==> config.mk <==
export PLATFORM = sky130hd
export DESIGN_NAME = i2c_slave_rx
export DESIGN_NICKNAME = d
export VERILOG_FILES = /design/src/rtl/i2c_slave_rx_pkg.sv /design/src/rtl/i2c_slave_rx.sv
export SDC_FILE = /design/constraint.sdc
export NUM_CORES = 1
export LEC_CHECK = 0
export CAP_MARGIN = 15
export CORE_UTILIZATION = 51
export CTS_BUF_LIST = sky130_fd_sc_hd__clkbuf_8 sky130_fd_sc_hd__clkbuf_16
export CTS_CLUSTER_DIAMETER = 50
export DETAILED_ROUTE_END_ITERATION = 7
export PLACE_DENSITY = 0.86
export SLEW_MARGIN = 0
export SYNTH_ARGS = -nofsm -noshare
export SYNTH_HDL_FRONTEND = slang
export SYNTH_SLANG_ARGS = --single-unit
==> constraint.sdc <==
create_clock -name gclk -period 2.3 [get_ports gclk]
set_input_delay 0.69 -clock gclk [delete_from_list [all_inputs] [get_ports gclk]]
set_output_delay 0.69 -clock gclk [all_outputs]
set_load 0.02 [all_outputs]
==> src/rtl/i2c_slave_rx_pkg.sv <==
`default_nettype none
// ============================================================================
// Module : i2c_slave_rx_pkg
// Brief  : Shared I2C definitions: slave FSM encoding, default address, bit-count width.
// Rev    : 1.0
// ============================================================================
package i2c_slave_rx_pkg;

  localparam logic [6:0]  I2C_SLAVE_ADDR_DEFAULT = 7'h50;
  localparam int unsigned I2C_BIT_CNT_W          = 3;

  typedef enum logic [2:0] {
    ST_IDLE     = 3'd0,
    ST_ADDR     = 3'd1,
    ST_ADDR_ACK = 3'd2,
    ST_DATA     = 3'd3,
    ST_DATA_ACK = 3'd4,
    ST_IGNORE   = 3'd5
  } i2c_state_e;

endpackage
`default_nettype wire

==> src/rtl/i2c_slave_rx.sv <==
`default_nettype none
// ============================================================================
// Module : i2c_slave_rx
// Brief  : Write-only I2C slave receiver driven by pre-conditioned SCK/SDA strobes.
// Rev    : 1.0
// ============================================================================
module i2c_slave_rx
  import i2c_slave_rx_pkg::*;
#(
  parameter logic [6:0] SLAVE_ADDR = I2C_SLAVE_ADDR_DEFAULT
) (
  input  logic       gclk,
  input  logic       rst,
  input  logic       sck_fall,
  input  logic       sck_rise,
  input  logic       sck_high,
  input  logic       sck_low,
  input  logic       sda_fall,
  input  logic       sda_rise,
  input  logic       sda_high,
  input  logic       sda_low,
  output logic       sda_drive_low,
  output logic [7:0] rx_data,
  output logic       rx_valid,
  output logic       rx_start,
  output logic       rx_stop,
  output logic [7:0] rx_byte_cnt,
  output logic       busy
);

  localparam logic [I2C_BIT_CNT_W-1:0] BIT_LAST = '1;

  i2c_state_e                 state_q, state_d;
  logic [I2C_BIT_CNT_W-1:0]   bit_cnt_q, bit_cnt_d;
  logic [7:0]                 shift_q, shift_d;
  logic                       sda_level_q, sda_level_d;
  logic                       sda_drive_q, sda_drive_d;
  logic [7:0]                 rx_data_q, rx_data_d;
  logic                       rx_valid_q, rx_valid_d;
  logic                       rx_start_q, rx_start_d;
  logic                       rx_stop_q, rx_stop_d;
  logic [7:0]                 byte_cnt_q, byte_cnt_d;

  logic       w_start;
  logic       w_stop;
  logic [7:0] w_byte;
  logic       w_unused;

  assign w_start  = sda_fall && sck_high;
  assign w_stop   = sda_rise && sck_high;
  assign w_byte   = {shift_q[6:0], sda_level_q};
  assign w_unused = sck_low;

  always_ff @(posedge gclk) begin
    if (rst) begin
      state_q     <= ST_IDLE;
      bit_cnt_q   <= '0;
      shift_q     <= 8'h00;
      sda_level_q <= 1'b1;
      sda_drive_q <= 1'b0;
      rx_data_q   <= 8'h00;
      rx_valid_q  <= 1'b0;
      rx_start_q  <= 1'b0;
      rx_stop_q   <= 1'b0;
      byte_cnt_q  <= 8'h00;
    end else begin
      state_q     <= state_d;
      bit_cnt_q   <= bit_cnt_d;
      shift_q     <= shift_d;
      sda_level_q <= sda_level_d;
      sda_drive_q <= sda_drive_d;
      rx_data_q   <= rx_data_d;
      rx_valid_q  <= rx_valid_d;
      rx_start_q  <= rx_start_d;
      rx_stop_q   <= rx_stop_d;
      byte_cnt_q  <= byte_cnt_d;
    end
  end

  always_comb begin
    state_d     = state_q;
    bit_cnt_d   = bit_cnt_q;
    shift_d     = shift_q;
    sda_level_d = sda_level_q;
    sda_drive_d = sda_drive_q;
    rx_data_d   = rx_data_q;
    rx_valid_d  = 1'b0;
    rx_start_d  = w_start;
    rx_stop_d   = w_stop;
    byte_cnt_d  = byte_cnt_q;

    if (sda_high) begin
      sda_level_d = 1'b1;
    end else if (sda_low) begin
      sda_level_d = 1'b0;
    end

    // Bus conditions pre-empt any clock activity seen in the same cycle.
    if (w_stop) begin
      state_d     = ST_IDLE;
      bit_cnt_d   = '0;
      sda_drive_d = 1'b0;
    end else if (w_start) begin
      state_d     = ST_ADDR;
      bit_cnt_d   = '0;
      sda_drive_d = 1'b0;
      byte_cnt_d  = 8'h00;
    end else begin
      case (state_q)
        ST_ADDR: begin
          if (sck_rise) begin
            shift_d = w_byte;
            if (bit_cnt_q == BIT_LAST) begin
              bit_cnt_d = '0;
              state_d   = ((w_byte[7:1] == SLAVE_ADDR) && !w_byte[0]) ? ST_ADDR_ACK : ST_IGNORE;
            end else begin
              bit_cnt_d = bit_cnt_q + 1'b1;
            end
          end
        end
        // The drive flag doubles as the ACK phase: first fall pulls low, second releases.
        ST_ADDR_ACK, ST_DATA_ACK: begin
          if (sck_fall) begin
            if (!sda_drive_q) begin
              sda_drive_d = 1'b1;
            end else begin
              sda_drive_d = 1'b0;
              state_d     = ST_DATA;
              bit_cnt_d   = '0;
            end
          end
        end
        ST_DATA: begin
          if (sck_rise) begin
            shift_d = w_byte;
            if (bit_cnt_q == BIT_LAST) begin
              bit_cnt_d  = '0;
              rx_data_d  = w_byte;
              rx_valid_d = 1'b1;
              state_d    = ST_DATA_ACK;
              if (byte_cnt_q != 8'hFF) begin
                byte_cnt_d = byte_cnt_q + 8'd1;
              end
            end else begin
              bit_cnt_d = bit_cnt_q + 1'b1;
            end
          end
        end
        default: begin
        end
      endcase
    end
  end

  assign sda_drive_low = sda_drive_q;
  assign rx_data       = rx_data_q;
  assign rx_valid      = rx_valid_q;
  assign rx_start      = rx_start_q;
  assign rx_stop       = rx_stop_q;
  assign rx_byte_cnt   = byte_cnt_q;
  assign busy          = (state_q != ST_IDLE);

endmodule
`default_nettype wire

-- After elaboration in Yosys (flattened, before gate mapping)
Index checks and enable logic that the tools add are counted.
- add/sub/neg operators: 2
- eq/ne operators: 20
- muxes and demuxes: 21
- bitwise gates (word level): 4
- reductions and logical operators: 25
- operators by type and width (kind ; number):
    $mux 8 ; 5
    $mux 3 ; 11
    $ne 3x3->1 const B ; 6
    $reduce_and 7->1 ; 2
    $ne 2x2->1 const B ; 6
    $reduce_and 5->1 ; 2
    $reduce_bool 2->1 ; 5
    $pmux 3 s3 ; 1
    $add 8x1->8 const B ; 1
    $ne 8x8->1 const B ; 1
    $reduce_and 4->1 ; 2
    $reduce_or 2->1 ; 4
    $eq 7x7->1 const B ; 1
    $eq 3x2->1 const B ; 2
    $eq 3x3->1 const B ; 2
    $pmux 3 s2 ; 1
    $reduce_bool 3->1 ; 2
    $reduce_or 5->1 ; 1
    $not 1->1 ; 4
    $reduce_bool 4->1 ; 1
    $add 3x1->3 const B ; 1
    $eq 3x1->1 const B ; 1
    $logic_and 1x1->1 ; 3
    $mux 1 ; 3
    4 further kinds ; 4
- bits in registers: 34

-- Depth between registers and ports, before layout
Gate-level depths: netlist (run 1).
- word-level depth: 7
- depth in mapped cells: 6
- mapped depth without buffers: 6

-- Worst setup path after synthesis (run 1)
OpenSTA, ideal clock, no wires.
- path type: input to register
- from: input port sda_rise
- to: register byte_cnt_q[2], in the netlist rx_byte_cnt[2]
- setup time: 0.130 ns
- arrival time: 1.671 ns
- slack: 0.499 ns
- stages on the path: 4
- buffers on the path: 0
- path through: and2_1 > or4b_1 > nor3_1 > nor3b_2
- word-level cells in the longest chain between the ends: 3
- RTL lines (element ; RTL line ; text):
    start: declaration ; i2c_slave_rx.sv:19 ; input logic sda_rise,
    $logic_and 1x1->1 ; i2c_slave_rx.sv:50 ; assign w_stop = sda_rise && sck_high;
    $not 1->1 (no line) ; n/a ;
    $reduce_and 5->1 (no line) ; n/a ;
    end signal: assignment ; i2c_slave_rx.sv:76 ; byte_cnt_q <= byte_cnt_d;
    end: declaration ; i2c_slave_rx.sv:42 ; logic [7:0] byte_cnt_q, byte_cnt_d;
No other way between the ends.
A chain may end at the register's enable or synchronous reset.

-- Final worst setup path (run 1)
- from: register state_q[2]
- to: output port busy
- word-level cells in the longest chain between the ends: 1
- RTL lines (element ; RTL line ; text):
    start: declaration ; i2c_slave_rx.sv:33 ; i2c_state_e state_q, state_d;
    start signal: assignment ; i2c_slave_rx.sv:67 ; state_q <= state_d;
    $reduce_bool 3->1 ; i2c_slave_rx.sv:161 ; assign busy = (state_q != ST_IDLE);
    end: declaration ; i2c_slave_rx.sv:28 ; output logic busy
No other way between the ends.

==> results.md, run 1 <==
- Number of hold-repair buffers added at the cts stage: 0
- Synth cell types: 53
- Post-route cell area: 2250 µm²
- Clk Latency, worst-skew pair: 0.29 ns
- Required time reported for the critical path endpoint: 1.61 ns
- Sinks on Clock Net: 34
- Synth Instances: 179
- R2r startpoint: bit_cnt_q[0]
- Overall via count from detail_route: 1554
- Cell accounting for the most synthesized area: sky130_fd_sc_hd__dfxtp_1
- Die outline area: 3540 µm²
- Internal power of the cells: 1090 µW
- Shortest clock period the worst path allows after layout: approximately 2.2 ns
- Detailed placer's ending HPWL: 2980 µm
- I/O pin total: 31
- Inserted Clock Buffers: 5
- Sequential cell area fraction in the yosys report: 40.4%
- Portion of the clock cycle consumed by the worst path in the final layout: 95.9%
- Antenna violations before repair: 0
- Sum of negative setup slack: 0 ns
- Final hold violation count: 0
- Maximum fanout encountered on the critical timing path: 2
- Post-CTS setup buffer count: 0
- Power per cell area: 603 nW/µm²
- Worst relative slew slack: 65.5%
- Antenna Cells: 0
- Worst setup skew after layout: 0.00537 ns
- Crit path to: busy
- Layout Area Growth over Synthesis: 33.7%
- FF+latch count, synth: 34
- Leak pwr: 0.000888 µW
- Detail Route Antenna Nets: 0
- Wire length per cell: between 15 and 20 µm
- Worst path arrival time: around 1.5 ns
- Reg2Reg Depth: 6
- Mapped Area: around 1700 µm²
- Detailed-routing iteration count for the pre-antenna-repair pass: 4
- Setup repair after global routing missed its margin: false
- Endpoint of the most critical register-to-register path: rx_byte_cnt[3]
- Vias in the first global route: roughly 1.4k
- Post-cts gate resize count: 0
- Pin count of the biggest net entering global routing: 16
- First-pass GRT wire length: roughly 6500 µm
- Final count of pins violating max slew: 0
- Root Driver: sky130_fd_sc_hd__clkbuf_8
- Placed Area: between 2000 and 2500 µm²
- Number of rows in the core area: 20
- Net count, final: ~240
- Max-cap violations: 0
- Syn. warnings: 0
- DRC Markers: 0
- Via count normalized by instance count: roughly 5.8
- Maximum level of the CTS H-tree: 2
- Share of power burned in combinational logic: 6.4%
- Remaining Overflow, GRT: 0
- Starting utilization of the core area: a little over half
- Floorplan die width: 59.5 µm
- Layout cell share with drive strength beyond 1: 14.3%
- Synth area leaders: sky130_fd_sc_hd__dfxtp_1 40%, sky130_fd_sc_hd__mux2i_1 11%, sky130_fd_sc_hd__nor2_1 6.7%
- Kind of capture point of the worst setup path: primary output
- Switching Fraction: 19.4%
- Tightest Hold Check Type: reg -> reg
- Number of input and output port buffers inserted: 29
- DIE HEIGHT: 59.5 µm
- Mean Syn Cell Area: approximately 9.4 µm²
- Status: finished, final reports clean
- Startpoint class of the critical path: flip-flop
- Critical Path Source: state_q[2]
- Net Count, Synth: 193
- All-Layer GR Usage: 25.1%
- R2r setup slk: roughly 0.25 ns
- Clk slew on worst S/H paths: around 0.070 ns
- Clock power share: 49.9%
- Core region area: 3100 µm²
- Sw power: 263 µW
- Sequential power share: a little over two fifths
- Highest achievable clock rate: 453 MHz
- VDD IR max: about 0.41 mV
- Number of DRC markers after the initial detailed-route iteration: 127
- Max Buffers Root-to-Sink: 2
- Worst slew pin tran: 0.510 ns
- Setup violations, final: 0
- Final Wtd Congestion: 0.848
- Area share of the leading cell type in the synthesized netlist: 40.4%
- Type of the worst setup path: reg -> out
- Aggregate routed wire length: 4200 µm
- Clock tree from TritonCTS: done
==> worst min-delay path by stage <==
stage | endpoint | cells after the start | slack, ns | start
global route | rx_byte_cnt[4] | 2 | 0.56 | rx_byte_cnt[4]
global placement | rx_data[5] | 2 | 0.47 | rx_data[5]
floorplan | bit_cnt_q[1] | 2 | 0.46 | bit_cnt_q[1]
finish | rx_data[0] | 2 | 0.50 | rx_data[0]
CTS | rx_data[0] | 2 | 0.51 | rx_data[0]
detailed placement | rx_data[7] | 2 | 0.49 | rx_data[7]
==> cell usage after synthesis (all sizes together) <==
| cell type | number |
|---|---|
| ha | 4 |
| nor3b | 2 |
| and4 | 1 |
| clkbuf | 2 |
| a21oi | 3 |
| o31ai | 3 |
| and2b | 1 |
| o21bai | 1 |
| o311ai | 1 |
| nor4b | 3 |
| dfxtp | 34 |
| nor3 | 6 |
| or4b | 1 |
| nand2 | 9 |
| and2 | 2 |
| o211ai | 2 |
| nand2b | 2 |
| nand3b | 3 |
| buf | 6 |
| a41oi | 1 |
| a32o | 1 |
| o22a | 1 |
| o22ai | 1 |
| nand4 | 1 |
| a211o | 2 |
| o21a | 1 |
| nor4 | 1 |
| nand3 | 3 |
| a2111oi | 2 |
| xnor2 | 3 |
| nor2b | 1 |
| o21ai | 7 |
| and3 | 3 |
| a211oi | 3 |
| a31oi | 1 |
| a221oi | 1 |
| or4 | 3 |
| nor2 | 30 |
| o221a | 1 |
| mux2i | 18 |
| inv | 4 |
| or3 | 2 |
| nor4bb | 1 |
| a22o | 1 |
==> power by group through the flow <==
stage | Sequential (µW) | Combinational (µW) | Clock [µW]
floorplan | 610 | 39.3 | 0
global placement | 608 | 82.1 | 0
detailed placement | 608 | 84.2 | 0
CTS | 594 | 85.5 | 688
global route | 594 | 91.3 | 713
finish | 594 | 86.3 | 677
==> cells by family (layout without fill, tap and decap cells) <==
group / Yosys count / in the layout / synth area share (%)
muxes: 18 / 18 / 10.7
adders and majority gates: 4 / 4 / 2.97
xor gates and xnor gates: 3 / 3 / 1.56
buffers and inverters: 12 / 56 / 3.57
AOI/OAI and AO/OA: 33 / 33 / 14.9
and+or+nand+nor: 75 / 75 / 25.9
DFF: 34 / 34 / 40.4
==> worst max-delay path: stages (launching register included) <==
cell	delay, ns
sky130_fd_sc_hd__dfxtp_1	0.32
sky130_fd_sc_hd__or3_1	0.37
sky130_fd_sc_hd__clkdlybuf4s50_1	0.54
==> flip-flops by register name (all words and copies together) (netlist names) <==
name           count
rx_byte_cnt        8
rx_data            8
shift_q            7
bit_cnt_q          3
state_q            3
rx_start           1
rx_stop            1
rx_valid           1
sda_drive_low      1
sda_level_q        1
==> placed cells by master, fill, tap and decap left out, drive strengths merged, types with 2 or more instances in the layout <==
cell,count
dfxtp,34
nor2,30
clkdlybuf4s50,29
mux2i,18
buf,15
nand2,9
o21ai,7
clkbuf,6
nor3,6
inv,4
ha,4
nand3,3
a21oi,3
o31ai,3
and3,3
a211oi,3
xnor2,3
nor4b,3
nand3b,3
or4,3
or3,2
nand2b,2
and2,2
o211ai,2
a211o,2
bufinv,2
nor3b,2
a2111oi,2
==> metrics by stage <==
stage          hold WS [ns]  util, %  setup slack [ns]  total power [µW]  cells
6_report              0.500     72.6            0.0942              1360    267
5_1_grt               0.555     72.6            0.0567              1400    267
4_1_cts               0.509     72.6            0.0901              1370    267
3_5_place_dp          0.487     68.0           -0.0463               692    259
3_3_place_gp          0.474     68.0          -0.00245               690    259
2_1_floorplan         0.465        -             0.499               649    179
==> area by class of cell <==
cell class              instances  area [µm²]
clock inverters                 2        60.1
clock buffers                   6        82.6
flip-flops and latches         34         681
fillers                       250         851
multi-input cells             133         943
repair buffers                 44         415
inverters                       4        15.0
well taps                      44        55.1
==> per-layer routing <==
metal | GRT usage [%] | part of all wire, % | vias to the layer above
met5 | 0 | 0 | -
met4 | 9.86 | 2.2 | 0
met3 | 6.55 | 5.2 | 12
met2 | 42.4 | 51 | 69
met1 | 30.2 | 42 | 729
li1 | - | - | 744
Note: power is estimated with default switching activity, not from simulation.
==> inputs of run 2 (changes only) <==
CORE_UTILIZATION = 30   (was 51)
PLACE_DENSITY = 0.59   (was 0.86)
SKIP_CTS_REPAIR_TIMING = 1   (was unset)
==> run 2 against run 1 <==
Sequential share of layout area increased by 0.27 points. Critical path depth unchanged. Clock skew decreased by 0.00087 ns. Largest power group is now registers.
==> results.md, run 2 (synthesized netlist as in run 1, its figures left out) <==
- Worst slew pin tran: 0.585 ns
- Detailed-routing iteration count for the pre-antenna-repair pass: 4
- Layout Area Growth over Synthesis: 32.5%
- Endpoint of the most critical register-to-register path: rx_byte_cnt[3]
- Final hold violation count: 0
- Status: finished, final reports clean
- Starting utilization of the core area: 32.0%
- Power per cell area: 502 nW/µm²
- Placement-stage worst setup slack: -0.0206 ns
- Portion of the clock cycle consumed by the worst path in the final layout: 94.3%
- Worst relative slew slack: 60.6%
- Highest achievable clock rate: 461 MHz
- First-pass GRT wire length: about 6600 µm
- Max Buffers Root-to-Sink: 2
- Post-route cell area: ~2200 µm²
- Core region area: 5270 µm²
- Pin count of the biggest net entering global routing: 18
- Kind of capture point of the worst setup path: primary output
- Antenna Cells: 0
- Via count normalized by instance count: between 4 and 5
- Number of DRC markers after the initial detailed-route iteration: between 100 and 150
- Clock power share: 39.4%
- Final count of pins violating max slew: 0
- Floorplan die width: ~77 µm
- Antenna violations before repair: 0
- VDD IR max: 0.314 mV
- Hold-critical path endpoint: rx_data[7]
- Wire length per cell: 13.1 µm
- Detailed placer's ending HPWL: 2840 µm
- Inserted Clock Buffers: 5
- I/O pin total: 31
- Leak pwr: 0.000860 µW
- Aggregate routed wire length: 3840 µm
- Number of input and output port buffers inserted: 29
- Tightest Hold Check Type: reg -> reg
- Critical Path Max Stage Delay: approximately 0.54 ns
- Placed Area: ~2100 µm²
- Vias in the first global route: 1357
- Reg2Reg Depth: 6
- Maximum level of the CTS H-tree: 2
- Overall via count from detail_route: 1452
- Worst path arrival time: 1.48 ns
- DRC Markers: 0
- Internal power of the cells: 845 µW
- Layout cell share with drive strength beyond 1: 14.3%
- Sinks on Clock Net: 34
- Final setup slack of the worst path: 0.131 ns
- Net count, final: 236
- Number of cells on the worst hold path: 2
- Detail Route Antenna Nets: 0
- R2r startpoint: bit_cnt_q[0]
- Remaining Overflow, GRT: 0
- Sequential power share: between 50% and 60%
- Most common cell after layout, fill and taps aside: sky130_fd_sc_hd__dfxtp_1
- Shortest clock period the worst path allows after layout: 2.17 ns
- Critical path cell sequence: or3_1, clkdlybuf4s50_1
- Required time reported for the critical path endpoint: 1.61 ns
- Slowest cell on crit path: sky130_fd_sc_hd__clkdlybuf4s50_1
- Maximum fanout encountered on the critical timing path: 2
- Setup violations, final: 0
- Switching Fraction: 24.7%
- DIE HEIGHT: about 77 µm
- Most used cells in the layout excluding fill and tap cells: 34 x sky130_fd_sc_hd__dfxtp_1, 30 x sky130_fd_sc_hd__nor2_1, 29 x sky130_fd_sc_hd__clkdlybuf4s50_1, 18 x sky130_fd_sc_hd__mux2i_1, 14 x sky130_fd_sc_hd__buf_4
- Setup repair after global routing missed its margin: false
- Startpoint class of the critical path: flip-flop
- Share of power burned in combinational logic: 7.7%
- Hold Crit Start: rx_data[7]
- R2r setup slk: about 0.36 ns
- All-Layer GR Usage: between 10% and 20%
- Final Wtd Congestion: 0.783
- Sw power: 277 µW
- Root Driver: sky130_fd_sc_hd__clkbuf_8
- Clk Latency, worst-skew pair: about 0.28 ns
- Type of the worst setup path: reg -> out
- Max-cap violations: 0
- Final cell utilization of the core: a little over two fifths
- Die outline area: 5920 µm²
- Clock tree from TritonCTS: done
- Number of rows in the core area: 26
- Worst setup skew after layout: approximately 0.0045 ns
- Clk slew on worst S/H paths: 0.07 ns
## run 2: changes by cell type in the layout (fill, tap and decap cells not counted), sizes merged
| cell | delta |
|---|---|
| clkinv | +2 |
| bufinv | -2 |
| clkbuf | -1 |
| clkinvlp | +1 |
## run 2: per-layer routing
| layer | vias to the layer above | track usage, % | share of wire, % |
|---|---|---|---|
| met5 | - | 0 | 0 |
| li1 | 745 | - | - |
| met1 | 668 | 18.9 | 51 |
| met4 | 0 | 4.23 | 0.76 |
| met3 | 2 | 4.29 | 4.6 |
| met2 | 37 | 21.3 | 43 |
## run 2: worst max-delay path: cells and delay by family, from the launching register on
family / cells / cell delay (ns)
buffers and inverters: 1 / 0.54
AND/OR/NAND/NOR: 1 / 0.36
flip-flops: 1 / 0.31
## run 2: power groups by stage
| stage | Sequential [µW] | Clock [µW] | Combinational (µW) |
|---|---|---|---|
| floorplan | 610 | 0 | 39.3 |
| global placement | 608 | 0 | 86.4 |
| detailed placement | 608 | 0 | 85.8 |
| CTS | 594 | 456 | 86.2 |
| global route | 595 | 483 | 93.9 |
| finish | 594 | 441 | 85.9 |
## run 2: stage by stage
step                cells  total power (µW)  hold slack (ns)  setup TNS (ns)
finish                293              1120            0.499               0
global route          293              1170            0.541               0
CTS                   293              1140            0.505               0
detailed placement    285               694            0.484         -0.0295
global placement      285               694            0.483         -0.0704
floorplan             179               649            0.465               0
## run 2: area by class of cell
class / count / area, µm²
well taps: 70 / 87.6
repair buffers: 44 / 415
fillers: 539 / 3040
clock inverters: 3 / 21.3
flip-flops and latches: 34 / 681
inverters: 4 / 15.0
multi-input cells: 133 / 943
clock buffers: 5 / 68.8
## run 2: worst max path at each step
stage,cells after the start,start,end,slack [ns]
CTS,2,state_q[2],busy,0.11
detailed placement,5,sck_rise,rx_byte_cnt[3],-0.02
global route,2,state_q[2],busy,0.06
finish,2,state_q[2],busy,0.13
global placement,5,sck_rise,rx_byte_cnt[3],-0.04
floorplan,4,sda_rise,rx_byte_cnt[2],0.50
==> inputs of run 3 (changes only) <==
DONT_BUFFER_PORTS = 1   (was unset)
PLACE_DENSITY = unset   (was 0.59)
==> run 3 against run 2 <==
Utilization shrank 7.6 points. Largest cell class unchanged. Sequential share of layout area grew 6.7 points. Worst hold slack lost 0.035 ns. Setup slack gained 0.15 ns. Wire length shrank 6.3%. Highest routed layer unchanged. Register-to-register slack lost 0.08 ns. Critical path depth grew 4. Sequential cell count is the same. Via count shrank 9.4%. Clock skew is essentially flat. Count of clock-buffer cells in the layout grew 1.
==> results.md, run 3 (synthesized netlist as in run 1, its figures left out) <==
- Status: finished, final reports clean
- First-pass GRT wire length: 6390 µm
- Layout Area Growth over Synthesis: 8.62%
- DRC Markers: 0
- Worst path arrival time: 2.19 ns
- Aggregate routed wire length: 3600 µm
- DIE HEIGHT: 76.9 µm
- Leak pwr: 0.000690 µW
- Starting utilization of the core area: about a third
- Number of standard cells in the layout, taps in and fillers out: 250
- Number of input and output port buffers inserted: 0
- I/O pin total: 31
- Worst slew pin tran: 0.573 ns
- VDD IR max: 0.181 mV
- Root Driver: sky130_fd_sc_hd__clkbuf_8
- Tightest Hold Check Type: in -> reg
- Top Metal Used: met4
- All-Layer GR Usage: 13.9%
- Most common cell after layout, fill and taps aside: sky130_fd_sc_hd__dfxtp_1
- Worst setup skew after layout: roughly 0.0049 ns
- Net count, final: 193
- Detailed-routing iteration count for the pre-antenna-repair pass: 4
- Required time reported for the critical path endpoint: 2.47 ns
- Post-route cell area: 1830 µm²
- R2r setup slk: 0.28 ns
- Number of DRC markers after the initial detailed-route iteration: 82
- Number of placed cells counting well taps: 242
- Multi-input gate area in the final layout: 943 µm²
- Sinks on Clock Net: 34
- Met3 routed wirelength: 251 µm
- Worst relative slew slack: 61.7%
- Highest achievable clock rate: a little under 500 MHz
- Final-layout fill cell count: 577
- Sequential cell area: just under 700 µm²
- Inserted Clock Buffers: 5
- Final count of pins violating max slew: 0
- Floorplan die width: 76.9 µm
- Reg2Reg Depth: 6
- Setup violations, final: 0
- Startpoint class of the critical path: flip-flop
- Via count normalized by instance count: 5.26
- Layout cell share with drive strength beyond 1: 10.0%
- Power per cell area: 603 nW/µm²
- Setup repair after global routing missed its margin: false
- Wire length per cell: around 14 µm
- Clock tree from TritonCTS: done
- Overall via count from detail_route: 1316
- Number of rows in the core area: 26
- Core region area: around 5300 µm²
- Portion of the clock cycle consumed by the worst path in the final layout: 87.9%
- Maximum fanout encountered on the critical timing path: 6
- Clk Latency, worst-skew pair: 0.29 ns
- Final setup slack of the worst path: 0.279 ns
- Number of cells on the worst hold path: 1
- Final Wtd Congestion: 0.825
- Antenna Cells: 0
- Detailed placer's ending HPWL: between 2000 and 3000 µm
- Sum of negative setup slack: 0 ns
- Total power of the final layout: approximately 1100 µW
- Placement-stage worst setup slack: 0.284 ns
- Shortest clock period the worst path allows after layout: 2.02 ns
- Maximum level of the CTS H-tree: 2
- Placed Area: 1730 µm²
- Max Buffers Root-to-Sink: 2
- Vias in the first global route: around 1.3k
- Antenna violations before repair: 0
- Remaining Overflow, GRT: 0
- Final hold violation count: 0
- Total length of routed met2 wires: 1630 µm
- Type of the worst setup path: reg -> reg
- Clk slew on worst S/H paths: 0.07 ns
- Kind of capture point of the worst setup path: flip-flop
- Max-cap violations: 0
- Pin count of the biggest net entering global routing: 26
- Metal-1 WL: 1640 µm
- Most used cells in the layout excluding fill and tap cells: 34 x sky130_fd_sc_hd__dfxtp_1, 30 x sky130_fd_sc_hd__nor2_1, 18 x sky130_fd_sc_hd__mux2i_1, 9 x sky130_fd_sc_hd__nand2_1
- Detail Route Antenna Nets: 0
- Die outline area: 5920 µm²
run 3: cell count changes in the layout (fill, tap and decap cells not counted):
cell	delta
sky130_fd_sc_hd__buf_4	-13
sky130_fd_sc_hd__clkdlybuf4s50_1	-29
sky130_fd_sc_hd__clkinv_4	-1
sky130_fd_sc_hd__clkbuf_8	+1
sky130_fd_sc_hd__buf_12	-1
run 3: final cells by class:
cell class | instances | share of cell area, %
multi-input combinational | 133 | 51.6
sequential | 34 | 37.2
tap | 70 | 4.79
clock buffer | 6 | 4.51
inverter | 4 | 0.821
clock inverter | 2 | 0.684
timing repair buffer | 1 | 0.410
run 3: critical path: stages (launching register included):
cell and delay [ns]:
sky130_fd_sc_hd__dfxtp_1 0.36, sky130_fd_sc_hd__ha_1 0.19, sky130_fd_sc_hd__ha_1 0.29, sky130_fd_sc_hd__nand2_1 0.22, sky130_fd_sc_hd__or4b_1 0.54, sky130_fd_sc_hd__nor3_1 0.24
sky130_fd_sc_hd__nor3b_2 0.06
run 3: final timing paths:
check                   end         start
max reg2reg  rx_byte_cnt[2]  bit_cnt_q[0]
min          rx_byte_cnt[6]           rst
max          rx_byte_cnt[2]  bit_cnt_q[0]
min reg2reg    bit_cnt_q[1]  bit_cnt_q[1]
run 3: per-layer routing:
metal	global-route usage [%]	vias to the layer above
met1	17.4	616
met4	6.92	0
met5	0	-
li1	-	663
met2	20.6	31
met3	5.36	6
run 3: report_power, final:
part | total, µW | switching (µW) | internal (µW)
logic | 37.6 | 24.5 | 13.1
clock network | 466 | 226 | 241
registers | 599 | 7.14 | 592
run 3: metrics by stage:
stage | util [%] | hold WS (ns)
4_1_cts | 34.7 | 0.451
2_1_floorplan | - | 0.465
5_1_grt | 34.7 | 0.445
3_5_place_dp | 32.9 | 0.496
3_3_place_gp | 32.9 | 0.482
6_report | 34.7 | 0.464
==> variant 1 (config.mk and constraints of run 3) <==
The package constant `I2C_BIT_CNT_W` goes from 3 to 6.
--- a/src/rtl/i2c_slave_rx_pkg.sv
+++ b/src/rtl/i2c_slave_rx_pkg.sv
@@ -8,5 +8,5 @@
 
   localparam logic [6:0]  I2C_SLAVE_ADDR_DEFAULT = 7'h50;
-  localparam int unsigned I2C_BIT_CNT_W          = 3;
+  localparam int unsigned I2C_BIT_CNT_W          = 6;
 
   typedef enum logic [2:0] {
Function: no difference found for any inputs over 10 cycles, from zero or initial values and one cycle with rst high; that may be too few to reach the edited logic, so the function may still have changed.
==> variant 1 against run 3 <==
Sequential share of layout area is 0.96 points higher; power rose by 8.3%; routed wire length grew 5.6%; cell area is 6.1% higher; critical path depth is 1 lower; sequential cell count increased by 3; area after synthesis is 3.3% higher; setup slack lost 42 ps; critical path type unchanged; largest power group unchanged; highest routed layer unchanged.
==> variant 1: results (changes against run 3) <==
status finished, final reports clean; Final Routed Wirelength 3800 um (+5.6%); largest cells by area after synthesis dfxtp_1 43%, mux2i_1 9.2%, nor2_1 5.2%; clk sink count 37 (+8.8%); post-route minimum period 2060 ps (+42.3 ps); via count of the first global-routing pass 1352 (+4.2%); sequential fraction of total cell area 38.2% (+0.96 points); signal buffers share of area 2.32% (+1.9 points); Total GRT Usage 13.4% (-0.48 points); share of cell area taken by multi-input logic gates 49.1% (-2.5 points); initial drt markers 40 (-51%); number of fill cells 609 (+5.5%); routed length per placed instance 14.1 um (-1.8%); power consumption 1.19 mW (+8.3%); Die Span X 78.2 um (+1.6%); post-synthesis mux area share 9.20% (-1.5 points); count of placed standard cells including taps 261 (+7.9%); terminus of the critical flop-to-flop path rx_byte_cnt[1]; power attributed to the clock group 0.482 mW (+3%); clk cell area share 4.84% (-0.36 points); Detail Placement HPWL 2700 um (+4.5%); gate count after technology mapping 191 (+6.7%); ratio of cells with drive above 1 in the final layout 10.2% (+0.15 points); CTS clk-pin slew, worst paths 90 ps (+20 ps); reported leakage power 0.697 nW (+1.0%); sequential cell area in the final layout 741 um^2 (+8.8%); CP Capture Point rx_byte_cnt[1]; Placement Setup Slack 122 ps (-162 ps); global-route wire length before repair 6440 um (+0.75%); Inverters 5 (+1); fraction of the mapped netlist area in adder cells 1.44% (-1.5 points); actual transition at the worst max-transition pin 658 ps (+84.9 ps); number of buffers outside the clock class in the layout 6 (+5); routed vias/inst 5.39 (+2.3%); Worst Reg-to-Reg Cells 5 (-1); Post-Place Cell Area 1850 um^2 (+6.5%); switching share of power 25.8% (+2.5 points); maximum number of pins on one net before global-route repair 27 (+3.8%); synthesized net count 203 (+5.2%); Multi-Input Combinational 141 (+6.0%); complex-gate fraction of the synthesized area 15.9% (+0.95 points)
## variant 1: worst max-delay path: cells and delay by family, from the launching register on
kind / cells / cell delay [ps]
AND/OR/NAND/NOR: 3 / 1160
adder cells (fa/ha/maj): 1 / 220
AO/OA/AOI/OAI: 1 / 230
flip-flops: 1 / 370
## variant 1: worst min-delay path by stage
stage / from / end / slack (ps) / cells past startpoint
6_report: rst / shift_q[2] / 460 / 1
5_1_grt: rst / rx_stop / 430 / 1
4_1_cts: rst / shift_q[4] / 440 / 1
3_5_place_dp: bit_cnt_q[1] / bit_cnt_q[1] / 480 / 2
3_3_place_gp: bit_cnt_q[1] / bit_cnt_q[1] / 460 / 2
2_1_floorplan: bit_cnt_q[1] / bit_cnt_q[1] / 450 / 2
## variant 1: layer usage
layer / up-vias / track usage [%] / routed length (um)
li1: 715 / - / -
met1: 693 / 16.1 / 1720
met2: 36 / 21.2 / 1710
met3: 5 / 4.77 / 298
met4: 0 / 6.67 / 69
met5: - / 0 / 0
==> variant 2 (flow settings as in run 3) <==
Made on the original files. Take the reset off `shift_q` and load it in a clocked block of its own.
--- a/src/rtl/i2c_slave_rx.sv
+++ b/src/rtl/i2c_slave_rx.sv
@@ -56,5 +56,4 @@
       state_q     <= ST_IDLE;
       bit_cnt_q   <= '0;
-      shift_q     <= 8'h00;
       sda_level_q <= 1'b1;
       sda_drive_q <= 1'b0;
@@ -67,5 +66,4 @@
       state_q     <= state_d;
       bit_cnt_q   <= bit_cnt_d;
-      shift_q     <= shift_d;
       sda_level_q <= sda_level_d;
       sda_drive_q <= sda_drive_d;
@@ -76,4 +74,8 @@
       byte_cnt_q  <= byte_cnt_d;
     end
+  end
+
+  always_ff @(posedge gclk) begin
+    shift_q <= shift_d;
   end
 
Formal check against the unedited RTL: same outputs for any inputs over 10 cycles, from zero or initial values and one cycle with rst high; that may be too few to reach the edited logic, so the function may still have changed.
==> variant 2 against run 3 <==
Routed wire length decreased by 6.6%; cell area fell by 2.5%; count of clock-buffer cells in the layout decreased by 1; setup slack better by 58 ps; sequential cell count is the same; area after synthesis shrank 6.5%; worst hold slack worse by 6.7 ps; power is 19% higher; non-clock buffer count grew 3.
==> variant 2: results (changes against run 3) <==
Post-Synth XOR/XNOR Area 1.11% (-0.45 points); Worst Reg-to-Reg Cells 7 (+1); number of detailed-routing iterations run before antenna repair 4 (unchanged); gate count after technology mapping 163 (-8.9%); initial drt markers 83 (+1.2%); register area share after synthesis 47.7% (+7.2 points); Skew-Pair Late Insertion Delay 280 ps; Placement Setup Slack 358 ps (+73.6 ps); RePlAce Congestion 0.750 (-9.2%); most numerous cell types in the synthesized netlist 27 x dfxtp_1, 19 x nor2_1, 14 x nand2_1, 11 x nand3_1, 9 x mux2i_1; complex-gate fraction of the synthesized area 14.4% (-0.56 points); CTS clk-pin slew, worst paths 70 ps (about the same); Net count, final 180 (-6.7%); reported leakage power 0.614 nW (-11%); Crit path largest cell delay 420 ps (-120 ps); global-route wire length before repair 5430 um (-15%); maximum level of the CTS H-tree 2 (unchanged); share of synthesized registers carrying an async set or reset 0% (unchanged); via count of the first global-routing pass 1103 (-15%); peak supply drop 252 uV (+39%); number of buffers inserted during clock tree synthesis 5 (unchanged); skew final 5.11 ps (+0.246 ps); routed length per placed instance 14.2 um (-1.4%); cell type group with the largest total delay on the critical path simple AND/OR/NAND/NOR gates; number of cells on the worst hold path 0 (-1); critical path's slowest cell or4_1; count of distinct cell types in the synthesized netlist 48 (-9.4%); normalized max-slew margin 65.4% (+3.7 points); number of flops mapped to enable cells by yosys 7 (+7); antenna violations before repair 0 (unchanged); Detail Placement HPWL 2350 um (-9.2%); Final Routed Wirelength 3360 um (-6.6%); total of buffers placed on input and output ports 0 (unchanged); vias after detailed routing 1185 (-10%); Total GRT Usage 13.6% (-0.37 points); clock root buffer clkbuf_8; status finished, final reports clean; largest cells by area after synthesis dfxtp_1 34%, edfxtp_1 13%, mux2i_1 5.7%; post-synthesis mux area share 5.72% (-5.0 points); Post-Place Cell Area 1650 um^2 (-5.1%); fraction of the mapped netlist area in adder cells 3.18% (+0.21 points); count of placed standard cells including taps 229 (-5.4%); maximum buffer depth of the clock tree 2 (unchanged); maximum number of pins on one net before global-route repair 17 (-35%); ratio of cells with drive above 1 in the final layout 11.4% (+1.4 points); number of antenna diodes 0 (unchanged); path type of the worst min-delay path flip-flop to flip-flop; Yosys warning total 0 (unchanged); largest driver fanout on the critical path 6 (unchanged)
## variant 2: final cells by class
class	instances	area, um^2
repair buffers	4	30.0
clock inverters	3	68.8
multi-input cells	117	762
well taps	70	87.6
flip-flops and latches	34	751
inverters	4	15.0
fillers	537	3290
clock buffers	5	68.8
## variant 2: per-layer routing
metal | up-vias | share of wire, % | GRT usage (%)
met5 | - | 0 | 0
met4 | 0 | 2.2 | 6.92
met2 | 24 | 46 | 20.5
li1 | 596 | - | -
met1 | 561 | 45 | 16.8
met3 | 4 | 6.7 | 5.15
## variant 2: worst paths after layout
check,slack [ps],start,endpoint
setup / recovery,340,bit_cnt_q[0],rx_byte_cnt[4]
hold / removal,460,sda_level_q,shift_q[0]
setup reg to reg,340,bit_cnt_q[0],rx_byte_cnt[4]
hold reg to reg,460,sda_level_q,shift_q[0]
## variant 2: where the power goes
group,total (mW),internal [mW],leakage [nW],switching [mW]
Sequential,0.619,0.612,0.280,0.00763
Combinational,0.0359,0.0116,0.266,0.0243
Clock,0.661,0.434,0.0683,0.226
